<file path="config.mk">
export PLATFORM = sky130hd
export DESIGN_NAME = sub_result_stage
export DESIGN_NICKNAME = d
export VERILOG_FILES = /design/src/rtl/sub_result_stage.sv
export SDC_FILE = /design/constraint.sdc
export NUM_CORES = 1
export LEC_CHECK = 0
export CELL_PAD_IN_SITES_DETAIL_PLACEMENT = 0
export CELL_PAD_IN_SITES_GLOBAL_PLACEMENT = 2
export CORE_MARGIN = 5
export CORE_UTILIZATION = 26
export CTS_CLUSTER_DIAMETER = 50
export DETAILED_ROUTE_END_ITERATION = 8
export GPL_TIMING_DRIVEN = 0
export PLACE_DENSITY_LB_ADDON = 0.08
export SLEW_MARGIN = 20
export SYNTH_ARGS = -nofsm -noshare
export SYNTH_HDL_FRONTEND = slang
export SYNTH_SLANG_ARGS = --single-unit
</file>
<file path="constraint.sdc">
create_clock -name clk -period 1.8 [get_ports clk]
set_clock_uncertainty 0.2 [all_clocks]
set_input_delay 0.27 -clock clk [delete_from_list [all_inputs] [get_ports clk]]
set_output_delay 0.27 -clock clk [all_outputs]
set_load 0.01 [all_outputs]
</file>
<file path="src/rtl/sub_result_stage.sv">
// ---------------------------------------------------------------------------
// sub_result_stage
//
// Registered output stage that sits directly after the 4-bit subtractor.
// Each accepted result (in_y, with in_a/in_b) is stored in a 2-entry FIFO
// together with status flags worked out at capture time: zero, negative,
// unsigned borrow and signed overflow. Both sides use valid/ready
// handshakes. A sticky signed-overflow flag feeds the ALU status logic.
//
// Optional build macro: SUB_ERR_COUNT_EN
//   When defined, adds the err_count port. It is a saturating count of
//   accepted results that had ovf or borrow set. clr_sticky clears it.
//
// Ports:
//   clk         clock, all state updates on the rising edge
//   rst         synchronous, active-high reset
//   in_valid    subtractor result presented
//   in_ready    stage can accept a result this cycle (depends on count only)
//   in_a        minuend A as fed to the subtractor
//   in_b        subtrahend B
//   in_y        difference Y = A - B (trusted, not recomputed)
//   out_valid   buffer head holds a valid result
//   out_ready   consumer accepts the head this cycle
//   out_y       head difference (0 while out_valid = 0)
//   out_zero    head Y == 0
//   out_neg     head Y MSB
//   out_borrow  head unsigned A < B
//   out_ovf     head signed overflow of A - B
//   clr_sticky  clears ovf_sticky (and err_count when enabled)
//   ovf_sticky  set once any accepted result had ovf = 1
//   err_count   saturating error-push count (SUB_ERR_COUNT_EN only)
// ---------------------------------------------------------------------------
module sub_result_stage #(
    parameter int unsigned WIDTH = 4,
    parameter int unsigned CNT_W = 8
) (
    input  logic             clk,
    input  logic             rst,
    input  logic             in_valid,
    output logic             in_ready,
    input  logic [WIDTH-1:0] in_a,
    input  logic [WIDTH-1:0] in_b,
    input  logic [WIDTH-1:0] in_y,
    output logic             out_valid,
    input  logic             out_ready,
    output logic [WIDTH-1:0] out_y,
    output logic             out_zero,
    output logic             out_neg,
    output logic             out_borrow,
    output logic             out_ovf,
    input  logic             clr_sticky,
    output logic             ovf_sticky
`ifdef SUB_ERR_COUNT_EN
    ,
    output logic [CNT_W-1:0] err_count
`endif
);

    // Reject parameter values the design cannot support at elaboration time.
    if (WIDTH < 2) begin : g_bad_width
        $error("sub_result_stage: WIDTH must be at least 2");
    end
    if (CNT_W < 1) begin : g_bad_cnt_w
        $error("sub_result_stage: CNT_W must be at least 1");
    end

    // Each entry is {ovf, borrow, neg, zero, y}.
    localparam int unsigned ENT_W = WIDTH + 4;

    logic [ENT_W-1:0] mem [2];
    logic [1:0]       count;
    logic             head;
    logic             tail;

    logic             push;
    logic             pop;
    logic             in_zero;
    logic             in_neg;
    logic             in_borrow;
    logic             in_ovf;
    logic [ENT_W-1:0] in_entry;
    logic [ENT_W-1:0] head_entry;

    // Flags come from the operands and the trusted difference. Overflow:
    // the operand signs differ and the result sign differs from A's sign.
    always_comb begin
        in_zero   = (in_y == '0);
        in_neg    = in_y[WIDTH-1];
        in_borrow = (in_a < in_b);
        in_ovf    = (in_a[WIDTH-1] != in_b[WIDTH-1]) &&
                    (in_y[WIDTH-1] != in_a[WIDTH-1]);
        in_entry  = {in_ovf, in_borrow, in_neg, in_zero, in_y};
    end

    assign in_ready  = (count != 2'd2);
    assign out_valid = (count != 2'd0);
    assign push      = in_valid && in_ready;
    assign pop       = out_valid && out_ready;

    // Data and flags are forced to zero while the buffer is empty.
    always_comb begin
        head_entry = '0;
        if (out_valid) begin
            head_entry = mem[head];
        end
        {out_ovf, out_borrow, out_neg, out_zero, out_y} = head_entry;
    end

    always_ff @(posedge clk) begin
        if (rst) begin
            count <= 2'd0;
            head  <= 1'b0;
            tail  <= 1'b0;
            for (int unsigned i = 0; i < 2; i++) begin
                mem[i] <= '0;
            end
        end else begin
            if (push) begin
                mem[tail] <= in_entry;
                tail      <= ~tail;
            end
            if (pop) begin
                head <= ~head;
            end
            // A simultaneous push and pop leaves count unchanged.
            case ({push, pop})
                2'b10:   count <= count + 2'd1;
                2'b01:   count <= count - 2'd1;
                default: count <= count;
            endcase
        end
    end

    // A new overflow wins over a clear in the same cycle.
    always_ff @(posedge clk) begin
        if (rst) begin
            ovf_sticky <= 1'b0;
        end else if (push && in_ovf) begin
            ovf_sticky <= 1'b1;
        end else if (clr_sticky) begin
            ovf_sticky <= 1'b0;
        end
    end

`ifdef SUB_ERR_COUNT_EN
    localparam logic [CNT_W-1:0] ERR_ONE = 1;

    logic err_push;
    assign err_push = push && (in_ovf || in_borrow);

    // Clear restarts the count; an error push in the clearing cycle counts
    // as the first error after the clear.
    always_ff @(posedge clk) begin
        if (rst) begin
            err_count <= '0;
        end else if (clr_sticky) begin
            err_count <= err_push ? ERR_ONE : '0;
        end else if (err_push && (err_count != '1)) begin
            err_count <= err_count + ERR_ONE;
        end
    end
`endif

endmodule

</file>
# After elaboration in Yosys (flattened, before gate mapping)
# Memories as Yosys holds them, arrays and structs flattened. A register that Yosys moved wholly into a read port is not among the register bits.
# Index checks and enable logic that the tools add are counted.
[totals]
mem_bits_rw = 16
elab_cells = 38
ff_bits = 5
n_memories = 1
[memory_table]
columns = ["name", "words", "word_bits", "rd", "rd_clocked_by_memory_dff", "wr", "line_no", "rtl"]
rows = [
  ["mem", 2, 8, 1, 1, 2, "70", "logic [ENT_W-1:0] mem [2];"],
]
[classes]
bitwise_logic = 2
addsub = 2
n_lt_le_gt_ge = 1
n_eq_ne = 5
reduce_logical = 9
n_mux = 14
[op_table]
columns = ["operator", "n"]
rows = [
  ["$mux W8", 2],
  ["$mux W1", 11],
  ["$reduce_or A8 Y1", 1],
  ["$reduce_bool A2 Y1", 3],
  ["$logic_and A1 B1 Y1", 4],
  ["$logic_not A4 Y1", 1],
  ["$lt A4 B4 Y1", 1],
  ["$pmux W2 S2", 1],
  ["$add A2 B1 Y2 const B", 1],
  ["$eq A2 B1 Y1 const B", 1],
  ["$eq A2 B2 Y1 const B", 1],
  ["$ne A1 B1 Y1", 2],
  ["$ne A2 B2 Y1 const B", 1],
  ["$not A1 Y1", 2],
  ["$sub A2 B1 Y2 const B", 1],
]

# Depth between registers and ports, before layout
# Gate-level depths: netlist of the first run.
[depth]
depth_word = 7
mapped_depth = 7

# Worst setup path before layout of the first run
# Ideal clock, no wire load.
[synth_timing]
path_type = "register to register"
start = "reg count[1]"
end = "reg count[1]"
n_path_buf = 0
path_slack_ns = 0.053
arrival_time_ns = 1.477
path_stages_with_launch = 7
synth_period_minus_slack_ns = 1.747
cell_sequence = "dfxtp_1 nor2b_2 inv_1 nand2_1 ha_1 or3_1 a21oi_1"
[synth_via]
elab_chain_cells = 4
[synth_lines]
columns = ["element", "line_no", "rtl"]
rows = [
  ["start, declared", "71", "logic [1:0] count;"],
  ["start signal, assigned", "127", "2'b10: count <= count + 2'd1;"],
  ["start signal, assigned", "128", "2'b01: count <= count - 2'd1;"],
  ["start signal, assigned", "129", "default: count <= count;"],
  ["$ne A2 B2 Y1 *", "95", "assign in_ready = (count != 2'd2);"],
  ["net in_ready", "40", "output logic in_ready,"],
  ["$logic_and A1 B1 Y1 *", "97", "assign push = in_valid && in_ready;"],
  ["$eq A2 B1 Y1 / $eq A2 B2 Y1 (equally long branches)", "126", "case ({push, pop})"],
  ["$pmux W2 S2 / $reduce_bool A2 Y1 (equally long branches)", "-", ""],
]
# Mark *: on every way through the listed nets, which the timed path passes. The rest lies on a longest branch.
# A chain may end at the register's enable or synchronous reset.

# Worst setup path in the final report of the first run
[layout_timing]
start = "reg count[0]"
end = "out out_borrow"
[layout_via]
elab_chain_cells = 2
[layout_lines]
columns = ["element", "line_no", "rtl"]
rows = [
  ["$reduce_bool A2 Y1", "96", "assign out_valid = (count != 2'd0);"],
  ["$mux W8", "103", "if (out_valid) begin"],
  ["end, declared", "49", "output logic out_borrow,"],
]
# No other way between the ends.

==> results.toml, run 1 <==
[floorplan]
initial_core_util_pct = 27.2
rows = 22
io_pins = 28
die_w_um = 72.4
core_area_um2 = 3720
die_h_um = 72.4
dieArea_um2 = 5240

[clock_tree]
clock_sinks = 20
cts_made_buffers = 3
clk_latency_ps = 250
clk_pin_slew_ps = 70
clock_path_buffers = 2
cts_tree = "yes"
htreeDepth = 1
clock-root-buffer = "clkbuf_8"

[worst_setup_path]
cp_num_buf_inv = 2
cp.arrival_ps = 1270
r2r_start = "count[1]"
rrSetupSlack_ps = 80
crit_family = "buffers and inverters"
crit_cells = 4
worst_setup_path_start_kind = "register"
cp_max_fo = 5
cp_slowest_cell = "dfxtp_4"
crit_chain = "nor2_4 -> buf_4 -> nor2_1 -> dlygate4sd2_1"
critical_path_class = "register to output pin"
cp-end-kind = "output pin"
reg2reg_depth = 6
cp-startpoint = "count[0]"
required_ps = 1330
max_stage_delay_ps = 380

[pwr]
power_density_nw_per_um2 = 1200
seqPwrFrac_pct = 38.1
swShare_pct = 32.4
irDropWorstVdd_mv = 0.506
pwr-share-clk_pct = 19.1
p_leak_uw = 0.000630
p_switching_uw = 571
p_int_uw = 1190
comb_power_share_pct = 42.8

[sta]
worst_pin_slew_ps = 428
max_freq_mhz = 576
slew_headroom_pct = 71.5
tns_ps = 0
whs_ps = 190
setup_viol = 0
final_max_slew_viol_count = 0
rsz0062_at_grt = "yes"
hold_violations = 0
finalCritPeriodShare_pct = 96.5
layout_min_cycle_time_ps = 1740

[synthesis]
synth_cell_types = 27
synth_edf_count = 14
syn_area_per_cell_um2 = 10.3
async_reset_ff_share_pct = 0
synth.cell_area_um2 = 1010
synth_fp_nets = 119
syn_inst = 98
synth_flop_cell = "edfxtp_1"
yosysWarnings = 0
synth_seq_cells = 20
synth_seq_area_share_pct = 53.5

[detailed_routing]
vias = 769
ant_nets = 0
drt_iter0_drc = 17
wl_per_cell_um = 11.7
viasPerCell = 4.27
routed_wl_um = 2110
drc = 0
dr.pass1.iters = 3

[global_routing]
first_global_vias = 788
grtUsageTotal_pct = 8.52
grt_remaining_overflow = 0
grt_max_degree = 12
antenna_found_initial = 0
grt_pass1_wl_um = 3530

[cells_and_area]
seq_area_um2 = 549
layout.cells.non_filler = 180
final_area_um2 = 1470
syn2layout_area_growth_pct = 45.2
fillCellCount = 378
multiInputGateArea_um2 = 465
num-nets-final = 154
diodes = 0
drive_gt1_share_pct = 17.4

[placement]
dp_cells = 172
io_buffers = 26
placed_area_um2 = 1330
dp_hpwl_um = 1610
place_congestion = 0.720

[min_path]
hold_depth = 2
holdCritStartpoint = "rst"
hp-class = "primary input to register"

[run_status]
outcome = "finished, final reports clean"

[run]
cap_violations = 0
[power groups by stage]
| stage | registers, uW | clock network, uW | logic [uW] |
|---|---|---|---|
| detailed placement | 648 | 0 | 677 |
| floorplan | 635 | 0 | 392 |
| finish | 671 | 336 | 754 |
| CTS | 669 | 344 | 716 |
| global placement | 645 | 0 | 672 |
| global route | 686 | 357 | 832 |
[stage by stage]
stage | setup slack (ps) | power, uW | util [%]
floorplan | 52.5 | 1030 | -
global placement | -319 | 1320 | 35.8
detailed placement | -314 | 1320 | 35.8
CTS | 7.52 | 1730 | 38.1
global route | -13.6 | 1880 | 39.5
finish | 62.8 | 1760 | 39.5
[area by class of cell]
type	count	share of cell area, %
flip-flops and latches	20	37.4
well taps	48	4.09
multi-input cells	66	31.7
inverters	8	2.05
repair buffers	30	19.1
plain buffers	4	1.88
clock buffers	4	3.75
[path summary, 6_finish.rpt]
| kind | endpoint |
|---|---|
| min reg2reg | ovf_sticky |
| max | out_borrow |
| min | count[0] |
| max reg2reg | count[1] |
[sequential cells by signal (all words and copies together) (netlist names), named ones only]
name        count
count           2
head            1
mem            14
tail            1
ovf_sticky      1
[synth_stat cells, drive strengths merged (3+ instances only)]
library cell	number	share of area, %
xor2	3	2.6
edfxtp	14	42
nor3	3	1.5
inv	8	3.0
o21ai	4	2.0
nand2	6	2.2
and3	4	2.5
and2	4	2.5
ha	4	5.0
mux2i	7	6.9
dfxtp	6	12
nor2	15	5.6
[cells by family after synthesis]
group | share of synthesized area (%)
DFF | 53.5
xor gates and xnor gates | 3.47
AOI/OAI and AO/OA | 5.45
adders and majority gates | 4.95
muxes | 6.93
buffers and inverters | 4.95
and+or+nand+nor | 20.8
[cells in the final DEF, fill, tap and decap left out, drive strengths merged, types with 2 or more instances in the layout]
| cell | n |
|---|---|
| a21oi | 2 |
| ha | 4 |
| clkbuf | 6 |
| xor2 | 3 |
| edfxtp | 14 |
| and2 | 4 |
| or3 | 2 |
| buf | 7 |
| a311oi | 2 |
| nand2b | 2 |
| and3 | 4 |
| nand2 | 6 |
| clkdlybuf4s50 | 16 |
| o21ai | 4 |
| nor3 | 3 |
| dfxtp | 6 |
| nor2 | 15 |
| mux2i | 7 |
| dlygate4sd2 | 8 |
| inv | 8 |
[per-layer routing]
metal	up-vias	share of wire [%]	wire length, um	track usage, %
met5	-	0	0	0
met4	0	0.81	17	1.88
met2	20	47	987	14.6
met1	339	47	1000	11.0
met3	4	4.9	104	1.80
li1	406	-	-	-
[repair_timing]
item,CTS,global route
pin swaps,1,1
hold buffers,0,0
gates resized for setup,21,10
endpoints found under the setup margin,18,20
gates cloned,0,0
setup buffers,2,2
(Power assumes the default switching activity.)
==> run 2, diff against run 1 <==
--- a/config.mk
+++ b/config.mk
@@ -9,3 +9,3 @@
 export CELL_PAD_IN_SITES_GLOBAL_PLACEMENT = 2
-export CORE_MARGIN = 5
+export CORE_MARGIN = 3
 export CORE_UTILIZATION = 26
==> constraint.sdc (replaced) <==
create_clock -name clk -period 1.8 [get_ports clk]
set_clock_uncertainty 0.2 [all_clocks]
set_input_delay 0.36 -clock clk [delete_from_list [all_inputs] [get_ports clk]]
set_output_delay 0.36 -clock clk [all_outputs]
set_load 0.01 [all_outputs]
==> run 2 against run 1 <==
Net effect: final area is 1.6% higher; power is 4.3% higher; global-route usage is 1.3 points higher; count of clock-buffer cells in the layout stayed put; utilization is 0.64 points higher; largest power group unchanged; via count is 6.6% higher.
==> results.toml, run 2 (synthesized netlist as in run 1, its figures left out) <==
[detailed_routing]
routed_wl_um = 2210
dr.pass1.iters = 4
drt_iter0_drc = 13
wl_per_cell_um = 12.0
drc = 0
vias = 820
ant_nets = 0
viasPerCell = 4.46

[cells_and_area]
reg.largest.list = "mem: 14 flops, count: 2 flops"
syn2layout_area_growth_pct = 47.5
post-route-util_pct = 40.1
num-nets-final = 158
drive_gt1_share_pct = 25.0
final_cell_mix = "clkdlybuf4s50_1, nor2_1, edfxtp_1"
fillCellCount = 414
largest_reg_flops = 14
top_register = "mem"
final_common_cell = "clkdlybuf4s50_1"
diodes = 0

[sta]
layout_min_cycle_time_ps = 1760
setup_viol = 0
max_freq_mhz = 568
final_max_slew_viol_count = 0
timing.final.ws_setup_ps = 38.8
rsz0062_at_grt = "yes"
finalCritPeriodShare_pct = 97.8
hold_violations = 0
worst_pin_slew_ps = 409
slew_headroom_pct = 72.8
tns_ps = 0

[pwr]
p_switching_uw = 599
p_int_uw = 1240
irDropWorstVdd_mv = 0.689
swShare_pct = 32.6
seqPwrFrac_pct = 36.3
comb_power_share_pct = 45.2
power_density_nw_per_um2 = 1230
p_leak_uw = 0.000629
pwr-share-clk_pct = 18.5

[min_path]
hold_depth = 2
hp-class = "primary input to register"
holdCritStartpoint = "rst"
min_to = "count[0]"

[clock_tree]
clk_pin_slew_ps = 70
htreeDepth = 1
clock_sinks = 20
clock_path_buffers = 2
clock-root-buffer = "clkbuf_8"
cts_made_buffers = 3
cts_tree = "yes"
clk_latency_ps = 250

[global_routing]
use_met1_pct = 12.3
grt_pass1_wl_um = 3370
first_global_vias = 753
grt-busiest-layer = "met2"
grt_remaining_overflow = 0
use_met2_pct = 17.3
grt_max_degree = 12
grtUsageTotal_pct = 9.85
antenna_found_initial = 0
met3_usage_pct = 1.48

[placement]
place_congestion = 0.678
dp_hpwl_um = 1630
dp_slack_ps = -423
io_buffers = 26

[worst_setup_path]
timing.rr.end = "count[1]"
cp_max_fo = 5
cp_num_buf_inv = 2
reg2reg_depth = 6
required_ps = 1240
cp-end-kind = "output pin"
max_stage_delay_ps = 320
worst_setup_path_start_kind = "register"
r2r_start = "count[1]"
crit_chain = "buf_6 -> mux2i_1 -> nor2_1 -> clkdlybuf4s15_1"
crit_family = "buffers and inverters"
cp_slowest_cell = "dfxtp_2"
rrSetupSlack_ps = 90
critical_path_class = "register to output pin"
cp.arrival_ps = 1200

[floorplan]
core_area_um2 = 3720
die_h_um = 68.4
die_w_um = 68.4
initial_core_util_pct = 27.2
io_pins = 28
dieArea_um2 = 4670
rows = 22

[run_status]
outcome = "finished, final reports clean"

[run]
cap_violations = 0
run 2: worst max-delay path by stage:
stage | startpoint | end | slack [ps] | depth (start not counted)
6_report | register | out_neg | 40 | 4
5_1_grt | register | out_y[3] | -30 | 5
3_5_place_dp | in_valid | mem[0][1] | -420 | 4
2_1_floorplan | count[1] | count[1] | 50 | 6
4_1_cts | out_ready | count[1] | 8 | 6
3_3_place_gp | count[0] | out_y[3] | -410 | 4
run 2: final cells by class:
class                      count  area, um^2  area share [%]
sequential                    20         547            36.7
multi-input combinational     66         472            31.6
timing repair buffer          34         300            20.1
tap                           48        60.1            4.03
clock buffer                   4        55.1            3.69
inverter                       8        30.0            2.01
buffer                         4        27.5            1.85
run 2: repair_timing:
action                     in CTS  in global routing
hold buffers                    0                  0
gates cloned                    0                  0
buffers inserted                6                  2
hold endpoints to repair        0                  0
gates resized for setup        44                  7
setup endpoints to repair      26                 14
pin swaps                       3                  1
run 2: power groups by stage:
stage                     combinational, uW  clock [uW]  sequential [uW]
after global placement                  672           0              644
after CTS                               788         350              670
after global routing                    921         370              678
after floorplan                         392           0              635
after detailed placement                682           0              645
final                                   830         341              667
run 2: routing by layer:
layer  vias up  routed length (um)
met2        19                1090
met3         2                  93
li1        414                   -
met1       385                1020
met4         0                  11
met5         -                   0
run 2: metrics by stage:
stage	std cells	area (um^2)	hold WS (ps)	total power, uW
after global routing	184	1490	318	1970
after CTS	182	1460	281	1810
final	184	1490	269	1840
after global placement	172	1330	261	1320
after floorplan	98	1010	272	1030
after detailed placement	172	1330	260	1330
